<file path="src/rtl/gray_counter_n.sv">
// gray_counter_n
//   Parametrised Gray-code counter with a binary view of the same count.
//   It counts up or down, supports a synchronous parallel load, and either
//   wraps or holds at the terminal value. It reports wrap or saturation
//   events with a sticky flag and a one-cycle pulse. Typical uses are
//   FIFO pointers and position encoders.
//
// Parameters
//   WIDTH    : counter width in bits, legal range 2..16
//   SATURATE : 0 = wrap at the terminal value, 1 = hold at the terminal value
//
// Ports
//   Clk      : clock; all state changes on the rising edge
//   Reset    : synchronous, active-high reset; overrides every other input
//   En       : count enable; one step per cycle while high
//   Dir      : 0 = count up, 1 = count down
//   Load     : parallel load strobe; has priority over En
//   LoadBin  : load value, binary-encoded
//   OvfClr   : clears Overflow; a simultaneous event wins
//   Gray     : registered count, Gray-encoded
//   Bin      : registered count, binary
//   Overflow : sticky flag; set by any wrap or saturation event
//   Wrap     : high for the cycle after each wrap or saturation event
module gray_counter_n #(
   parameter int WIDTH    = 3,
   parameter bit SATURATE = 1'b0
) (
   input  logic             Clk,
   input  logic             Reset,
   input  logic             En,
   input  logic             Dir,
   input  logic             Load,
   input  logic [WIDTH-1:0] LoadBin,
   input  logic             OvfClr,
   output logic [WIDTH-1:0] Gray,
   output logic [WIDTH-1:0] Bin,
   output logic             Overflow,
   output logic             Wrap
);

   logic [WIDTH-1:0] r_bin;
   logic [WIDTH-1:0] r_gray;
   logic             r_ovf;
   logic             r_wrap;

   logic             w_at_top;
   logic             w_at_zero;
   logic             w_event;
   logic [WIDTH-1:0] w_bin_nxt;

   assign w_at_top  = (r_bin == {WIDTH{1'b1}});
   assign w_at_zero = (r_bin == '0);

   // The event is decided from the current count and the direction sampled
   // on this edge. A direction change therefore takes effect immediately.
   always_comb begin
      w_bin_nxt = r_bin;
      w_event   = 1'b0;
      if (Load) begin
         w_bin_nxt = LoadBin;
      end else if (En) begin
         if (!Dir) begin
            if (w_at_top) begin
               w_event = 1'b1;
               if (!SATURATE) w_bin_nxt = '0;
            end else begin
               w_bin_nxt = r_bin + WIDTH'(1);
            end
         end else begin
            if (w_at_zero) begin
               w_event = 1'b1;
               if (!SATURATE) w_bin_nxt = {WIDTH{1'b1}};
            end else begin
               w_bin_nxt = r_bin - WIDTH'(1);
            end
         end
      end
   end

   // The Gray register is loaded from the next binary value, not derived
   // from r_bin afterwards. Both outputs are therefore registered on the
   // same edge and always describe the same count.
   always_ff @(posedge Clk) begin
      if (Reset) begin
         r_bin  <= '0;
         r_gray <= '0;
         r_ovf  <= 1'b0;
         r_wrap <= 1'b0;
      end else begin
         r_bin  <= w_bin_nxt;
         r_gray <= w_bin_nxt ^ (w_bin_nxt >> 1);
         r_wrap <= w_event;
         if (w_event)     r_ovf <= 1'b1;
         else if (OvfClr) r_ovf <= 1'b0;
      end
   end

   assign Gray     = r_gray;
   assign Bin      = r_bin;
   assign Overflow = r_ovf;
   assign Wrap     = r_wrap;

endmodule

</file>
<file path="config.mk">
export PLATFORM = sky130hd
export DESIGN_NAME = gray_counter_n
export DESIGN_NICKNAME = d
export VERILOG_FILES = /design/src/rtl/gray_counter_n.sv
export SDC_FILE = /design/constraint.sdc
export NUM_CORES = 1
export LEC_CHECK = 0
export CAP_MARGIN = 20
export CORE_AREA = 2 2 39 41
export DETAILED_ROUTE_END_ITERATION = 8
export DIE_AREA = 0 0 41 43
export GPL_TIMING_DRIVEN = 0
export PLACE_DENSITY = 0.72
export SYNTH_ARGS = -nofsm -noshare
export SYNTH_HDL_FRONTEND = slang
export SYNTH_SLANG_ARGS = --single-unit
export TNS_END_PERCENT = 30
</file>
<file path="constraint.sdc">
create_clock -name Clk -period 4.5 [get_ports Clk]
set_input_delay 0.9 -clock Clk [delete_from_list [all_inputs] [get_ports Clk]]
set_output_delay 0.9 -clock Clk [all_outputs]
set_load 0.02 [all_outputs]
</file>
Word level (Yosys, flattened, before mapping):

Index checks and enable logic that the tools add are counted.
W data, S select, Z words.

* bits in registers: 8
* input bits: 9
* logic and storage cells: 22

* add/subtract/negate cells: 2
* equal/unequal tests: 1
* muxes and demuxes: 12
* bitwise operators: 1
* reductions and logical operators: 2

Operator list (count)
* $mux W3: 5
* $mux W1: 7
* $add A3 B1 Y3 const B: 1
* $eq A3 B3 Y1 const B: 1
* $logic_not A3 Y1: 1
* $sub A3 B1 Y3 const B: 1
* $xor A3 B2 Y3: 1
* $reduce_bool A2 Y1: 1

Longest topological paths before layout:

* depth in word-level cells: 6
* mapped depth: 7
* gate-level depth less buffers: 7

Worst setup path before layout:

Ideal clock, no wire load.

* path kind: in2reg
* from: input Load
* to: register r_gray[1], in the netlist Gray[1]
* library setup time: 0.114 ns
* arrival time: 1.720 ns
* required time: 4.386 ns
* setup slack: 2.665 ns
* cell stages on the path: 5
* path buffers: 1
* cell sequence: clkbuf_2 -> nand2b_1 -> o31ai_4 -> xor2_1 -> nor2_1

* word-level cells in the longest chain between the ends: 2

RTL lines
* start, declared: line 32 `input logic Load,`
* $mux W3: line 59 `if (Load) begin`
* $xor A3 B2 Y3: line 91 `r_gray <= w_bin_nxt ^ (w_bin_nxt >> 1);`
* end signal, assigned: line 91
* end, declared: line 42 `logic [WIDTH-1:0] r_gray;`

No other way between the ends.
A chain may end at the register's enable or synchronous reset.

==> results summary <==
The flow ran to the end, and the final reports show no timing, DRC or antenna violations. After floorplanning, the core was divided into 14 placement rows. The share of the core filled with cells is 44.5%. The die outline height is 43 um. Ranked by total cell area, the synthesized netlist is headed by dfxtp_1 33%, ha_1 12%, nor2_1 6.3%, o31ai_4 5.1%, nand2b_1 4.5%. Power comes to 0.000182 W. For this design, the slowest cell found on the critical path is clkdlybuf4s50_1. The critical path is of the reg -> out type.

The later-pin clock latency in the skew report came out at 250 ps. The DRC violation count after routing came out at 0. The last weighted congestion value of the routability-driven placer is 0.800. The largest clock skew in the final design is 0.643 ps. The proportion of netlist area held by the largest area contributor is 33.4%. The worst path needs 2350 ps of the cycle, external delays included. The sequential fraction of the synthesis area is 33.4%. Broken down by cell family, the worst path's largest delay share belongs to buffers and inverters. The data required time of the worst path came out at 3600 ps. The most area-hungry cell type in the Yosys netlist is dfxtp_1. Cells with a size suffix above 1 make up 10.4% of the layout. The post-route antenna net violation count is 0.

The headroom to the max-slew limit is 74.2%. The number of gates resized after CTS came out at 0. The number of top-level design ports came out at 17. The post-detailed-route wirelength per cell is 9.59 um. Traced cell by cell, the critical path runs through buf_4 -> clkdlybuf4s50_1. Dividing the synthesized area by the synthesized cell count gives 8.73 um2. The count of input and output buffers came out at 15. The CTS tree is yes. For this run, the number of Yosys warnings is 0. The horizontal die dimension came out at 41 um. The largest stage delay on the critical path is 590 ps. Global routing consumed, over all layers together, 9.65% of the routing resources. The antenna diode count is 0. From synthesis to final layout, the design area changed by 46.9%. Setup repair after global routing left no endpoint under its margin. The worst setup margin came out at 2150 ps.

The total routed wirelength came out at 796 um. The effective utilization at floorplan came out at 30.3%. In this run the clock root is driven by a clkbuf_4. The number of instances in the synthesized netlist is 48. In this run the worst path has a maximum fanout of 8. The die covers 1760 um2. STA classifies the critical path startpoint as a register. Across the run, the number of max-cap violations was 0. After detailed routing, the number of vias per cell comes to 4.54. The peak supply drop is 0.151 mV.

The half-perimeter wire length after placement came out at 634 um. The total grt overflow is 0. The filler cell count in the final layout is 142. The number of distinct library cell variants in the gate-level netlist after synthesis came out at 23.

Buffers inserted during clock tree synthesis total 3. The number of clock sinks is 7. The count of final max-slew check failures came out at 0. The vias after detailed routing is 377.

The peak clock frequency supported by timing came out at 425 MHz. Buffers added to address setup during post-CTS repair amount to 0. The number of buffers added to fix hold violations after cts is 0. The final worst hold slack is 452 ps. At the end of the flow, the number of nets in the layout was 81.

The placeable core area came out at 1380 um2. The largest net degree at the start of global routing came out at 9. The final setup violation count came out at 0. The number of global-route vias before repair is 308. The initial DRC count came out at 4. The setup slack at placement came out at 2130 ps. The leakage component of the power is 0.259 nW. The post-route fraction of the period consumed by the critical path came out at 52.3%.

The first TritonRoute pass finished after 4 iterations. The deepest clock path buffer count came out at 2. The synthesized cell area is 419 um2. The slew at the pin closest to its max-slew limit is 384 ps. The flop and latch count out of synthesis is 7. Power spread over the standard cell area amounts to 295 nW/um2. The worst register-to-register path begins at Bin[0]. The number of nets in the synthesized netlist came out at 61. The accumulated negative setup slack came out at 0 ps. In this run the worst setup path begins at Bin[2].

The initial antenna violation count came out at 0. The startpoint of the most critical hold path is Overflow. The buffering stage count on the worst path with inverters included is 2. The worst endpoint data arrival time is 1450 ps. The type of the tightest min-delay check is reg -> reg.

The H-tree depth reported by CTS came out at 1. The worst setup path is captured at a primary output. After clock tree synthesis, the clock-pin slew on the worst setup and hold paths is 50 ps.

The first global-routing pass estimated 1.19 mm of wire. The number of hold-slack violations in the final timing report is 0.
layout make-up:
| cell class | count | area, um2 | share of cell area [%] |
|---|---|---|---|
| inverters | 4 | 15.0 | 2.44 |
| flip-flops and latches | 7 | 140 | 22.8 |
| repair buffers | 15 | 150 | 24.4 |
| multi-input cells | 35 | 251 | 40.9 |
| plain buffers | 2 | 12.5 | 2.03 |
| well taps | 16 | 20.0 | 3.25 |
| clock buffers | 4 | 26.3 | 4.27 |
report_power, final:
part / total [W] / switching [W] / internal [W]
logic: 0.0000536 / 0.0000258 / 0.0000278
clock network: 0.0000574 / 0.0000235 / 0.0000339
registers: 0.0000708 / 0.00000367 / 0.0000671
logic make-up (layout without fill, tap and decap cells):
group | after synthesis | count (layout) | synth area share, %
AOI/OAI and AO/OA | 9 | 9 | 20.3
DFF | 7 | 7 | 33.4
adders and majority gates | 4 | 4 | 11.9
buffers and inverters | 6 | 25 | 6.57
and+or+nand+nor | 20 | 20 | 23.6
xor gates and xnor gates | 2 | 2 | 4.18
registers in the layout, indices dropped and copies added (netlist names):
name / count
Bin: 3
Wrap: 1
Gray: 2
Overflow: 1
cells in the final DEF, fill, tap and decap left out, drive strengths merged:
master,count
or3,1
a31oi,1
buf,1
inv,4
a21o,1
nor2,7
xnor2,1
a211oi,1
a21oi,1
xor2,1
ha,4
nand3b,1
a311oi,1
o31ai,3
nand2,4
dfxtp,7
nand2b,3
nor3,1
clkbuf,5
clkdlybuf4s50,15
nor2b,2
a21boi,1
nor3b,1
routing by layer:
| metal | GRT usage (%) | vias up | wire, um |
|---|---|---|---|
| met4 | 4.00 | 0 | 8 |
| met2 | 15.3 | 9 | 385 |
| met3 | 1.57 | 2 | 37 |
| li1 | - | 200 | - |
| met5 | 0 | - | 0 |
| met1 | 12.3 | 166 | 365 |
path summary, 6_finish.rpt:
check              to  slack, ps  cells past startpoint
min          Overflow        450                      1
min reg2reg  Overflow        450                      1
max           Gray[2]       2150                      2
max reg2reg   Gray[1]       2720                      7
stage by stage:
step	std cells	instance area, um2
2_1_floorplan	48	419
3_3_place_gp	79	589
3_5_place_dp	79	589
4_1_cts	83	616
5_1_grt	83	616
6_report	83	616
cell usage after synthesis:
master and n:
nor2_1 7, dfxtp_1 7, nand2b_1 3, a21o_1 1, xor2_1 1, a211oi_1 1, xnor2_1 1, a21boi_0 1
nor2b_1 2, ha_1 4, or3_1 1, a31oi_1 1, nand3b_1 1, buf_4 1, a21oi_1 1, nand2_1 4
clkbuf_2 1, nor3b_1 1, inv_1 4, o31ai_1 2, o31ai_4 1, nor3_1 1, a311oi_2 1
(Power assumes the default switching activity.)
